**src/rtl/fmap_pingpong_ctrl.sv**
```systemverilog
// Ping-pong feature-map buffer controller in front of a dual-port RAM.
// Port rw0 writes the incoming stream into one bank while port rw1 drains the
// other completed bank into a 2-entry output FIFO that hides read latency.
module fmap_pingpong_ctrl #(
  parameter int unsigned BITS        = 16,
  parameter int unsigned ADDR_WIDTH  = 14,
  parameter int unsigned FRAME_WORDS = 8192
) (
  input  logic                  clk,
  input  logic                  rst_n,
  input  logic                  s_valid,
  output logic                  s_ready,
  input  logic [BITS-1:0]       s_data,
  output logic                  m_valid,
  input  logic                  m_ready,
  output logic [BITS-1:0]       m_data,
  output logic                  m_last,
  output logic                  ram_w_ce,
  output logic                  ram_w_we,
  output logic [ADDR_WIDTH-1:0] ram_w_addr,
  output logic [BITS-1:0]       ram_w_wd,
  output logic                  ram_r_ce,
  output logic [ADDR_WIDTH-1:0] ram_r_addr,
  input  logic [BITS-1:0]       ram_r_rd,
  output logic [1:0]            bank_full
);

  localparam int unsigned CntW = ADDR_WIDTH - 1;
  localparam logic [CntW-1:0] LastCnt = CntW'(FRAME_WORDS - 1);

  typedef enum logic [1:0] {StEmpty, StFilling, StFull, StDraining} bank_st_e;

  bank_st_e        bank_q [2];
  bank_st_e        bank_d [2];
  logic            wbank_q, wbank_d;
  logic            rbank_q, rbank_d;
  logic [CntW-1:0] wcnt_q, wcnt_d;
  logic [CntW-1:0] rcnt_q, rcnt_d;

  // Keeps s_ready and read issue low until the first edge after reset release.
  logic run_q;

  logic            inflight_q;
  logic            inflight_last_q;
  logic [BITS-1:0] fifo_data_q [2];
  logic            fifo_last_q [2];
  logic            fifo_wptr_q;
  logic            fifo_rptr_q;
  logic [1:0]      fifo_cnt_q;

  logic       w_open, r_avail;
  logic       w_fire, w_last;
  logic       r_issue, r_last;
  logic       fifo_push, fifo_pop;
  logic [1:0] occ_after_pop;

  // State register: bank states, bank pointers and word counters.
  always_ff @(posedge clk or negedge rst_n) begin
    if (!rst_n) begin
      bank_q[0] <= StEmpty;
      bank_q[1] <= StEmpty;
      wbank_q   <= 1'b0;
      rbank_q   <= 1'b0;
      wcnt_q    <= '0;
      rcnt_q    <= '0;
      run_q     <= 1'b0;
    end else begin
      bank_q[0] <= bank_d[0];
      bank_q[1] <= bank_d[1];
      wbank_q   <= wbank_d;
      rbank_q   <= rbank_d;
      wcnt_q    <= wcnt_d;
      rcnt_q    <= rcnt_d;
      run_q     <= 1'b1;
    end
  end

  // Next state: writer and reader advance their own bank independently.
  always_comb begin
    bank_d[0] = bank_q[0];
    bank_d[1] = bank_q[1];
    wbank_d   = wbank_q;
    rbank_d   = rbank_q;
    wcnt_d    = wcnt_q;
    rcnt_d    = rcnt_q;
    if (w_fire) begin
      if (w_last) begin
        bank_d[wbank_q] = StFull;
        wcnt_d          = '0;
        wbank_d         = ~wbank_q;
      end else begin
        bank_d[wbank_q] = StFilling;
        wcnt_d          = wcnt_q + CntW'(1);
      end
    end
    // Reader only touches FULL/DRAINING banks, writer only EMPTY/FILLING ones,
    // so both updates never land on the same bank in one cycle.
    if (r_issue) begin
      if (r_last) begin
        bank_d[rbank_q] = StEmpty;
        rcnt_d          = '0;
        rbank_d         = ~rbank_q;
      end else begin
        bank_d[rbank_q] = StDraining;
        rcnt_d          = rcnt_q + CntW'(1);
      end
    end
  end

  // Outputs: handshakes, RAM port controls and status.
  always_comb begin
    w_open    = (bank_q[wbank_q] == StEmpty) || (bank_q[wbank_q] == StFilling);
    r_avail   = (bank_q[rbank_q] == StFull) || (bank_q[rbank_q] == StDraining);
    s_ready   = run_q & w_open;
    w_fire    = s_valid & s_ready;
    w_last    = (wcnt_q == LastCnt);
    r_last    = (rcnt_q == LastCnt);
    m_valid   = (fifo_cnt_q != 2'd0);
    fifo_pop  = m_valid & m_ready;
    fifo_push = inflight_q;
    // Credit check counts this cycle's pop so a steady drain runs at 1 word/cycle
    // while FIFO plus in-flight never exceeds two entries.
    occ_after_pop = fifo_cnt_q + {1'b0, inflight_q} - {1'b0, fifo_pop};
    r_issue   = run_q & r_avail & (occ_after_pop < 2'd2);
    m_data    = fifo_data_q[fifo_rptr_q];
    m_last    = m_valid & fifo_last_q[fifo_rptr_q];
    ram_w_ce   = w_fire;
    ram_w_we   = w_fire;
    ram_w_addr = {wbank_q, wcnt_q};
    ram_w_wd   = s_data;
    ram_r_ce   = r_issue;
    ram_r_addr = {rbank_q, rcnt_q};
    bank_full[0] = (bank_q[0] == StFull) || (bank_q[0] == StDraining);
    bank_full[1] = (bank_q[1] == StFull) || (bank_q[1] == StDraining);
  end

  // Read pipeline and output FIFO: RAM data lands one cycle after issue.
  always_ff @(posedge clk or negedge rst_n) begin
    if (!rst_n) begin
      inflight_q      <= 1'b0;
      inflight_last_q <= 1'b0;
      fifo_data_q[0]  <= '0;
      fifo_data_q[1]  <= '0;
      fifo_last_q[0]  <= 1'b0;
      fifo_last_q[1]  <= 1'b0;
      fifo_wptr_q     <= 1'b0;
      fifo_rptr_q     <= 1'b0;
      fifo_cnt_q      <= 2'd0;
    end else begin
      inflight_q      <= r_issue;
      inflight_last_q <= r_issue & r_last;
      if (fifo_push) begin
        fifo_data_q[fifo_wptr_q] <= ram_r_rd;
        fifo_last_q[fifo_wptr_q] <= inflight_last_q;
        fifo_wptr_q              <= ~fifo_wptr_q;
      end
      if (fifo_pop) begin
        fifo_rptr_q <= ~fifo_rptr_q;
      end
      fifo_cnt_q <= fifo_cnt_q + {1'b0, fifo_push} - {1'b0, fifo_pop};
    end
  end

endmodule

```
**config.mk**
```make
export PLATFORM = sky130hd
export DESIGN_NAME = fmap_pingpong_ctrl
export DESIGN_NICKNAME = d
export VERILOG_FILES = /design/src/rtl/fmap_pingpong_ctrl.sv
export SDC_FILE = /design/constraint.sdc
export NUM_CORES = 1
export LEC_CHECK = 0
export ABC_AREA = 1
export CORE_UTILIZATION = 35
export CTS_CLUSTER_SIZE = 25
export DETAILED_ROUTE_END_ITERATION = 8
export PLACE_DENSITY = 0.69
export SLEW_MARGIN = 20
export SYNTH_ARGS = -nofsm -noshare
export SYNTH_HDL_FRONTEND = slang
export SYNTH_SLANG_ARGS = --single-unit
```
**constraint.sdc**
```tcl
create_clock -name clk -period 4.03 [get_ports clk]
set_clock_uncertainty 0.15 [all_clocks]
set_input_delay 0.806 -clock clk [delete_from_list [all_inputs] [get_ports clk]]
set_output_delay 0.806 -clock clk [all_outputs]
set_load 0.02 [all_outputs]
```
==> impl_metrics.py <==
metrics = {
    "yosys": {
        "synthTopCellsByArea": "dfrtp_1 48%, nand2_1 15%, o21ai_0 5.9%, inv_1 4.9%, buf_4 3.9%",
        "synth_warnings": 0,
        "yosysUniqueCellTypes": 34,
        "synth_top_area_share_pct": 48.3,
        "syn_area_mm2": 0.00368,
        "ys.flop_type": "dfrtp_1",
        "syn-num-nets": 507,
        "ys_seq_area_share_pct": 48.3,
        "yosys.area.top_type": "dfrtp_1",
        "yosysMostFrequentCell": "nand2_1",
        "async_flop_share_pct": 100,
        "synth_commonest_cells": "151 x nand2_1, 71 x dfrtp_1, 48 x inv_1",
        "yosys_register_bits": 71,
        "synth_area_per_cell_um2": 7.87,
        "synthCells": 467,
        "synth_edf_count": 0,
    },
    "cells_and_area": {
        "nets": 560,
        "num_antenna_cells": 0,
        "postLayoutCellArea_mm2": 0.00459,
        "final_util_pct": 44.9,
        "drive_gt1_share_pct": 8.00,
        "area_growth_pct": 25.0,
    },
    "outcome": {
        "outcome": "finished clean",
    },
    "routing": {
        "via_count": 3094,
        "antenna_left": 0,
        "drc": 0,
        "drtIter0Drc": 102,
        "viasPerCell": 4.68,
        "avgRoutedWirePerCell_um": 12.2,
        "dr.pass1.iters": 4,
        "routed_wl_mm": 8.08,
    },
    "clock_tree": {
        "cts_tree": "yes",
        "clkSlewWorstSetupHoldPaths_ns": 0.07,
        "cts_resized": 0,
        "hold_buffers": 0,
        "clock_sinks": 71,
        "root_buffer": "clkbuf_8",
        "clk-insertion-delay-late_ns": 0.34,
        "cts-buffers-inserted": 9,
        "post_cts_buffers": 0,
        "htreeDepth": 3,
        "clk_path_buf_depth": 2,
    },
    "global_routing": {
        "antenna_found_initial": 0,
        "grt_use_met3_pct": 4.01,
        "top_usage_layer": "met2",
        "track_usage_pct": 16.0,
        "overflow": 0,
        "grt_pass1_vias": 3039,
        "grt_pass1_wl_mm": 14.0,
        "grt_max_degree": 72,
        "use_met1_pct": 19.8,
        "grtUsageMet2_pct": 26.3,
    },
    "die": {
        "die-area_mm2": 0.0109,
        "core_mm2": 0.0102,
        "die_h_um": 104,
        "die_x_um": 104,
        "start_util_pct": 35.9,
        "io_pins": 104,
        "row_count": 37,
    },
    "worst_hold_path": {
        "worst_hold_path_type": "reg2reg",
    },
    "setup_path": {
        "critPathRequiredTime_ns": 3.07,
        "cp_max_fo": 2,
        "worstPathArrival_ns": 2.52,
        "crit_type": "in2out",
        "worst_setup_path_start_kind": "input pin",
        "endpoint_kind": "primary output",
    },
    "power_and_ir_drop": {
        "cellPowerDensity_mw_per_mm2": 472,
        "p_leak_uw": 0.00230,
        "vdd_drop_max_mv": 0.269,
    },
    "place": {
        "hpwl_mm": 5.46,
        "postPlaceCellArea_mm2": 0.00435,
        "portBuffers": 71,
        "gp_congestion": 0.825,
        "place_ws_ns": 0.162,
    },
    "timing": {
        "setup_viol": 0,
        "fin_setup_tns_ns": 0,
        "max_slew.worst_pin.slew_ns": 0.991,
        "worst_slack_ns": 0.553,
        "drv_slew": 0,
        "slew_headroom_pct": 33.8,
        "min_period_ns": 3.48,
        "grt_setup_unrepaired": "false",
        "post-route-period-util_pct": 86.3,
        "finalHoldViolCount": 0,
        "fmax_mhz": 288,
        "holdWs_ns": 0.337,
    },
    "flow_run": {
        "drv_cap": 0,
    },
}
[flip-flops by register name, summed over array words and instances (netlist names)]
name and count:
rcnt_q 13, fifo_cnt_q 2, fifo_data_q 32, fifo_wptr_q 1
inflight_last_q 1, fifo_last_q 2, fifo_push 1, wbank_q 1
wcnt_q 13, run_q 1, bank_q 2, rbank_q 1
fifo_rptr_q 1
[final timing paths]
path / from / cells after the start / endpoint / slack, ns
min: fifo_data_q[30] / 2 / fifo_data_q[30] / 0.34
max: m_ready / 14 / ram_r_ce / 0.55
min in group asynchronous: rst_n / 1 / rcnt_q[0] / 0.42
min reg2reg: fifo_data_q[30] / 2 / fifo_data_q[30] / 0.34
max in group asynchronous: rst_n / 1 / fifo_data_q[4] / 2.69
max reg2reg: fifo_cnt_q[1] / 16 / rcnt_q[6] / 1.63
[worst max-delay path, cell delays in order]
cell,delay (ns)
clkdlybuf4s50_1,0.40
nand2_1,0.09
inv_1,0.05
ha_1,0.27
inv_1,0.05
ha_1,0.18
inv_1,0.05
nand2_1,0.06
nand2_1,0.07
nand2_1,0.05
nand2_1,0.12
nand2_4,0.06
inv_2,0.05
dlymetal6s2s_1,0.21
[placed cells by master (no fill, tap or decap), types with 2 or more instances in the layout]
master           count
clkbuf_8            10
inv_1               48
o21ai_1              4
nand4_1              8
nor2_1              35
o21bai_1             2
inv_2                3
or2_2                2
nor3_2               2
nand3_2              2
dfrtp_1             71
nor2_2               2
nand3_1             25
xor2_1               9
nor3_1               2
bufinv_16            2
buf_4                5
a21oi_1              4
nor2_4               3
nand2_2              4
o21ai_0             43
clkdlybuf4s50_1     69
ha_1                 4
nand2_1            151
[power by group]
group	internal (uW)	switching (uW)
Combinational	309	414
Clock	366	274
Sequential	754	50.4
Total	1430	739
[layout make-up]
type,count,area (um2)
clock buffers,11,141
clock inverters,5,81.3
fillers,1004,5640
inverters,52,195
multi-input cells,310,1470
flip-flops and latches,71,1780
well taps,136,170
repair buffers,76,756
[stage by stage]
stage          total power (uW)  instances
2_1_floorplan              1230        467
3_3_place_gp               1540        644
3_5_place_dp               1550        644
4_1_cts                    2210        660
5_1_grt                    2300        661
6_report                   2170        661
[layer usage]
layer	share of wire, %	wire length [um]
met3	5.1	408
met2	48	3870
met4	1.4	111
met1	46	3690
met5	0	0
[cell families (layout without fill, tap and decap cells)]
logic type,after synthesis,after routing,synth area share (%)
AOI/OAI and AO/OA,55,55,7.90
other,1,1,0.102
xor gates and xnor gates,9,9,2.14
adders and majority gates,4,4,1.36
DFF,71,71,48.3
and+or+nand+nor,241,241,28.6
buffers and inverters,86,144,11.6
(Power assumes the default switching activity.)
